===== src/rtl/multicycle_controller.sv =====
// Multicycle MIPS control FSM: sequences fetch/decode/execute over 2-5 states,
// with memory handshake (mem_req/mem_ready) and PC/IR write enables.
// Ports: clk, reset_n, op, zero, mem_ready in; datapath controls, state out.
module multicycle_controller (
  input  logic       clk,
  input  logic       reset_n,
  input  logic [5:0] op,
  input  logic       zero,
  input  logic       mem_ready,
  output logic       mem_req,
  output logic       mem_write,
  output logic       iord,
  output logic       ir_write,
  output logic       reg_dst,
  output logic       mem_to_reg,
  output logic       reg_write,
  output logic       alu_src_a,
  output logic [1:0] alu_src_b,
  output logic [1:0] alu_op,
  output logic [1:0] pc_src,
  output logic       pc_en,
  output logic       illegal_op,
  output logic [3:0] state
);

  typedef enum logic [3:0] {
    S_FETCH    = 4'd0,
    S_DECODE   = 4'd1,
    S_MEMADR   = 4'd2,
    S_MEMRD    = 4'd3,
    S_MEMWB    = 4'd4,
    S_MEMWR    = 4'd5,
    S_EXECUTE  = 4'd6,
    S_ALUWB    = 4'd7,
    S_BRANCH   = 4'd8,
    S_ADDIEXEC = 4'd9,
    S_ADDIWB   = 4'd10,
    S_JUMP     = 4'd11,
    S_RESET    = 4'd15
  } state_t;

  localparam logic [5:0] OP_R    = 6'b000000;
  localparam logic [5:0] OP_LW   = 6'b100011;
  localparam logic [5:0] OP_SW   = 6'b101011;
  localparam logic [5:0] OP_BEQ  = 6'b000100;
  localparam logic [5:0] OP_ADDI = 6'b001000;
  localparam logic [5:0] OP_J    = 6'b000010;

  state_t cur_st;
  state_t nxt_st;
  logic   pc_write;
  logic   branch;

  always_ff @(posedge clk or negedge reset_n) begin
    if (!reset_n) begin
      cur_st <= S_RESET;
    end else begin
      cur_st <= nxt_st;
    end
  end

  always_comb begin
    nxt_st     = S_FETCH;
    mem_req    = 1'b0;
    mem_write  = 1'b0;
    iord       = 1'b0;
    ir_write   = 1'b0;
    reg_dst    = 1'b0;
    mem_to_reg = 1'b0;
    reg_write  = 1'b0;
    alu_src_a  = 1'b0;
    alu_src_b  = 2'b00;
    alu_op     = 2'b00;
    pc_src     = 2'b00;
    pc_write   = 1'b0;
    branch     = 1'b0;
    illegal_op = 1'b0;
    unique case (cur_st)
      S_RESET: begin
        nxt_st = S_FETCH;
      end
      S_FETCH: begin
        mem_req   = 1'b1;
        alu_src_b = 2'b01;
        ir_write  = mem_ready;
        pc_write  = mem_ready;
        nxt_st    = mem_ready ? S_DECODE : S_FETCH;
      end
      S_DECODE: begin
        alu_src_b = 2'b11;
        unique case (op)
          OP_LW,
          OP_SW:   nxt_st = S_MEMADR;
          OP_R:    nxt_st = S_EXECUTE;
          OP_BEQ:  nxt_st = S_BRANCH;
          OP_ADDI: nxt_st = S_ADDIEXEC;
          OP_J:    nxt_st = S_JUMP;
          default: begin
            nxt_st     = S_FETCH;
            illegal_op = 1'b1;
          end
        endcase
      end
      S_MEMADR: begin
        alu_src_a = 1'b1;
        alu_src_b = 2'b10;
        // Only lw/sw reach here; anything else restarts safely.
        if (op == OP_LW) begin
          nxt_st = S_MEMRD;
        end else if (op == OP_SW) begin
          nxt_st = S_MEMWR;
        end else begin
          nxt_st = S_FETCH;
        end
      end
      S_MEMRD: begin
        mem_req = 1'b1;
        iord    = 1'b1;
        nxt_st  = mem_ready ? S_MEMWB : S_MEMRD;
      end
      S_MEMWB: begin
        mem_to_reg = 1'b1;
        reg_write  = 1'b1;
      end
      S_MEMWR: begin
        mem_req   = 1'b1;
        mem_write = 1'b1;
        iord      = 1'b1;
        nxt_st    = mem_ready ? S_FETCH : S_MEMWR;
      end
      S_EXECUTE: begin
        alu_src_a = 1'b1;
        alu_op    = 2'b10;
        nxt_st    = S_ALUWB;
      end
      S_ALUWB: begin
        reg_dst   = 1'b1;
        reg_write = 1'b1;
      end
      S_BRANCH: begin
        alu_src_a = 1'b1;
        alu_op    = 2'b01;
        pc_src    = 2'b01;
        branch    = 1'b1;
      end
      S_ADDIEXEC: begin
        alu_src_a = 1'b1;
        alu_src_b = 2'b10;
        nxt_st    = S_ADDIWB;
      end
      S_ADDIWB: begin
        reg_write = 1'b1;
      end
      S_JUMP: begin
        pc_src   = 2'b10;
        pc_write = 1'b1;
      end
      default: begin
        nxt_st = S_FETCH;
      end
    endcase
  end

  assign pc_en = pc_write | (branch & zero);
  assign state = cur_st;

endmodule


===== config.mk =====
export PLATFORM = sky130hd
export DESIGN_NAME = multicycle_controller
export DESIGN_NICKNAME = d
export VERILOG_FILES = /design/src/rtl/multicycle_controller.sv
export SDC_FILE = /design/constraint.sdc
export NUM_CORES = 1
export LEC_CHECK = 0
export ABC_AREA = 1
export CORE_MARGIN = 1
export CORE_UTILIZATION = 36
export CTS_CLUSTER_DIAMETER = 50
export CTS_CLUSTER_SIZE = 24
export DETAILED_ROUTE_END_ITERATION = 7
export GPL_ROUTABILITY_DRIVEN = 1
export GPL_TIMING_DRIVEN = 0
export PLACE_DENSITY = 0.77
export SLEW_MARGIN = 40
export SYNTH_ARGS = -nofsm -noshare
export SYNTH_HDL_FRONTEND = slang
export SYNTH_SLANG_ARGS = --single-unit

===== constraint.sdc =====
create_clock -name clk -period 1.5 [get_ports clk]
set_clock_uncertainty 0.05 [all_clocks]
set_input_delay 0.45 -clock clk [delete_from_list [all_inputs] [get_ports clk]]
set_output_delay 0.45 -clock clk [all_outputs]
set_load 0.1 [all_outputs]

==> flow_summary.yaml, run 1 <==
status:
  outcome: "aborted with a tool error"
  stop_stage: "global routing (5_1_grt)"
  firstError: "[ERROR DPL-0038] Utilization greater than 100%, impossible to legalize"
grt:
  grt_max_degree: 8
clock_tree:
  clockBufferDepth: 2
  h-tree-depth: 1
  clock_sinks: 4
  clock-root-buffer: "clkbuf_4"
  cts_buffers: 3
  cts_hold_buf: 0
floorplan:
  ioPinCount: 30
  die_x_um: 39.1
  die_h_um: 39.1
  start_util_pct: 38.7
  rows: 13
logic_synthesis:
  yosysTopAreaCell: "dfstp_2"
  syn_avg_cell_area_sq_um: 5.23
  synth.area.top_cells: "dfstp_2, nor2_1, nand2_1, inv_1, nand3_1"
  synth.distinct_cells: 12
  synthCells: 95
  synth-seq-area-share_pct: 21.2
  ys_ff_latch: 4
  yosysWarningCount: 0
  syn_nets: 105
  synth_top_area_share_pct: 21.2
  syn_area_sq_um: 497
placed_design:
  dp.final_hpwl_mm: 1.16
  io_buffers: 29
  gp_congestion: 0.776
  placement.setup.worst_slack_ns: -0.916
timing:
  grt_worst_setup_endpoint: "mem_req"
  worst_path_end_type: "output port"
## cells in the mapped netlist, drive strengths merged
cell type	number
o21ai	2
nand3	11
nor2	33
nand3b	2
nand2	23
o211ai	1
dfstp	4
inv	19
## kinds of logic after synthesis
family	Yosys count	share of synthesized area (%)
compound gates	3	3.53
buf+inv	19	14.4
flops	4	21.2
simple gates	69	61.0
## stage by stage
| step | cell area, sq um | setup TNS [ns] | util (%) | hold slack (ns) | instances |
|---|---|---|---|---|---|
| CTS | 1220 | -8.24 | 94.9 | 0.574 | 152 |
| global placement | 946 | -21.73 | 73.6 | 0.600 | 139 |
| detailed placement | 846 | -7.61 | 65.8 | 0.609 | 139 |
| floorplan | 637 | -12.66 | - | 0.253 | 95 |
## what timing repair did
action / in CTS
pin swaps: 12
setup endpoints to repair: 20
setup buffers: 10
resized for setup: 93
==> run 2: changes to the inputs <==
Settings changed: CORE_AREA set to 2 2 63 65, CORE_MARGIN 1 to not set, CORE_UTILIZATION 36 to not set, CTS_CLUSTER_DIAMETER 50 to not set, CTS_CLUSTER_SIZE 24 to not set, DIE_AREA set to 0 0 65 67, PLACE_DENSITY 0.77 to not set, PLACE_DENSITY_LB_ADDON set to 0.15.
==> run 2 against run 1 <==
Against the previous run:
- synthesized cell count stayed put
- synthesized area stayed put
- the flow now finishes, with violations (setup timing)
==> flow_summary.yaml, run 2 <==
status:
  outcome: "finished with violations"
  violations: "setup timing"
logic_synthesis:
  synth-compound-area-share_pct: 3.53
  synth.distinct_cells: 12
  yosysTopAreaCell: "dfstp_2"
  synthMuxAreaShare_pct: 0
  ys_ff_latch: 4
  synth_common_cells: "nor2_1, nand2_1, inv_1"
  synthCells: 95
  synth-seq-area-share_pct: 21.2
  synth_xor_area_share_pct: 0
  yosysWarningCount: 0
  syn_avg_cell_area_sq_um: 5.23
  synth_simple_gate_area_share_pct: 61.0
  synthFlopType: "dfstp_2"
  synthArstFlopShare_pct: 100
  synth.area.top_cells: "dfstp_2, nor2_1, nand2_1, inv_1, nand3_1"
  synth_top_area_share_pct: 21.2
  synth_most_common_cell: "nor2_1"
  syn_nets: 105
  synth-edff-count: 0
  synth_top_family_by_area: "simple AND/OR/NAND/NOR gates"
  syn_area_sq_um: 497
  synthAdderAreaFrac_pct: 0
critical_path:
  cp-start-kind: "flop"
  worstPathMaxFanout: 7
  arrival_ns: 1.54
  reg2reg_slack_ns: 0.01
  end_kind: "output pin"
  r2r-end: "state[0]$_DFF_PN1_"
  critical_path_class: "flop to output pin"
  r2r_cells: 9
  cp.required_ns: 1.00
  rr_startpoint: "state[3]$_DFF_PN1_"
pwr:
  peakVddDrop_uv: 302
  power_density_nw_per_um2: 689
  total_power_mw: 0.979
  total_leakage_power_nw: 0.664
route:
  first_iter_violations: 23
  viasPerCell: 3.86
  wl_per_cell_um: 9.42
  dr.pass1.iters: 4
  via_count: 749
  drc: 0
  routed_wl_mm: 1.83
  antenna_left: 0
grt:
  grt_overflow: 0
  gr-usage-all-layers_pct: 9.58
  grt_max_degree: 8
  antenna_found_initial: 0
  grt_pass1_vias: 677
  grt_pass1_wl_mm: 3.06
placed_design:
  gp_congestion: 0.814
  io_buffers: 29
  dp_cells: 172
  dp.final_hpwl_mm: 1.45
clock_tree:
  cts_buffers: 3
  clock-root-buffer: "clkbuf_8"
  clockBufferDepth: 2
  h-tree-depth: 1
  insertion_delay_ns: 0.22
  cts.clk_slew.worst_paths_ns: 0.03
  cts_hold_buf: 0
  cts_tree: "yes"
  clock_sinks: 4
floorplan:
  die_x_um: 65
  rows: 22
  die_area_sq_um: 4360
  start_util_pct: 13.8
  core_sq_um: 3610
  ioPinCount: 30
  die_h_um: 67
cells_and_area:
  finalNonFillerCells: 194
  seqCellArea_sq_um: 120
  finalNetCount: 158
  syn_to_final_growth_pct: 186
  mostFrequentLayoutCells: "buf_12, nor2_1, buf_4"
  multi_input_area_sq_um: 493
  largest_reg_flops: 4
  final_common_cell: "buf_12"
  final_util_pct: 39.4
  fill_cells: 366
  drive_gt1_share_pct: 60.3
  antennaDiodeCount: 0
timing:
  setup_slack_ns: -0.540
  fin_crit_sh_pct: 136
  hold_violations: 0
  slew_headroom_pct: 86.4
  worst_slew_pin_slew_ns: 0.203
  fin_crit_ns: 2.04
  final_max_slew_viol_count: 0
  rsz0062_at_grt: "true"
  setup_viol: 20
  fmax_ghz: 0.490
worst_hold_path:
  hp-class: "input port to async pin"
job:
  maxCapViolations: 0
[run 2: logic make-up after synthesis]
logic type             after synthesis
and+or+nand+nor                     69
buffers and inverters               19
DFF                                  4
AOI/OAI and AO/OA                    3
[run 2: stage by stage]
stage	worst slack (ns)	TNS (ns)	cell area [sq um]	hold WS, ns
2_1_floorplan	-1.39	-12.66	637	0.253
4_1_cts	-0.540	-7.64	1280	0.619
3_5_place_dp	-0.943	-8.06	887	0.606
3_3_place_gp	-1.67	-22.30	987	0.605
5_1_grt	-0.594	-8.15	1420	0.651
6_report	-0.540	-7.26	1420	0.599
[run 2: how the worst max path moves through the flow]
stage,start,end,slack (ns)
3_5_place_dp,op[3],illegal_op,-0.94
6_report,state[1]$_DFF_PN1_,alu_src_a,-0.54
3_3_place_gp,op[3],illegal_op,-1.67
4_1_cts,state[3]$_DFF_PN1_,alu_src_a,-0.54
2_1_floorplan,state[2]$_DFF_PN1_,mem_req,-1.39
5_1_grt,state[2]$_DFF_PN1_,mem_req,-0.59
[run 2: where the power goes]
part	internal (mW)	total [mW]	switching, mW
registers	0.124	0.143	0.0192
clock network	0.171	0.225	0.0540
logic	0.210	0.611	0.401
[run 2: timing repair]
action | 4_1_cts | 5_1_grt
resized for setup | 85 | 29
pin swaps | 11 | 8
cloned | 0 | 0
buffers inserted | 13 | 7
endpoints found under the setup margin | 20 | 23
[run 2: cell type report]
cell class              count  share of cell area, %
clock buffers               3                   2.90
inverters                  19                   5.37
multi-input cells          72                   34.7
repair buffers             48                   44.4
well taps                  48                   4.23
flip-flops and latches      4                   8.45
[run 2: routing by layer]
layer  global-route usage [%]  share of wire [%]
met3                     2.03                6.1
met4                     7.18                2.9
met2                     16.1                 51
met1                     10.6                 40
met5                        0                  0
[run 2: critical path, cell delays in order (launching register included)]
cell      delay (ns)
dfstp_4         0.67
nor2_2          0.06
inv_2           0.12
nor2_4          0.07
nand3b_1        0.20
buf_12          0.19
Power figures use the tool's default switching activity.
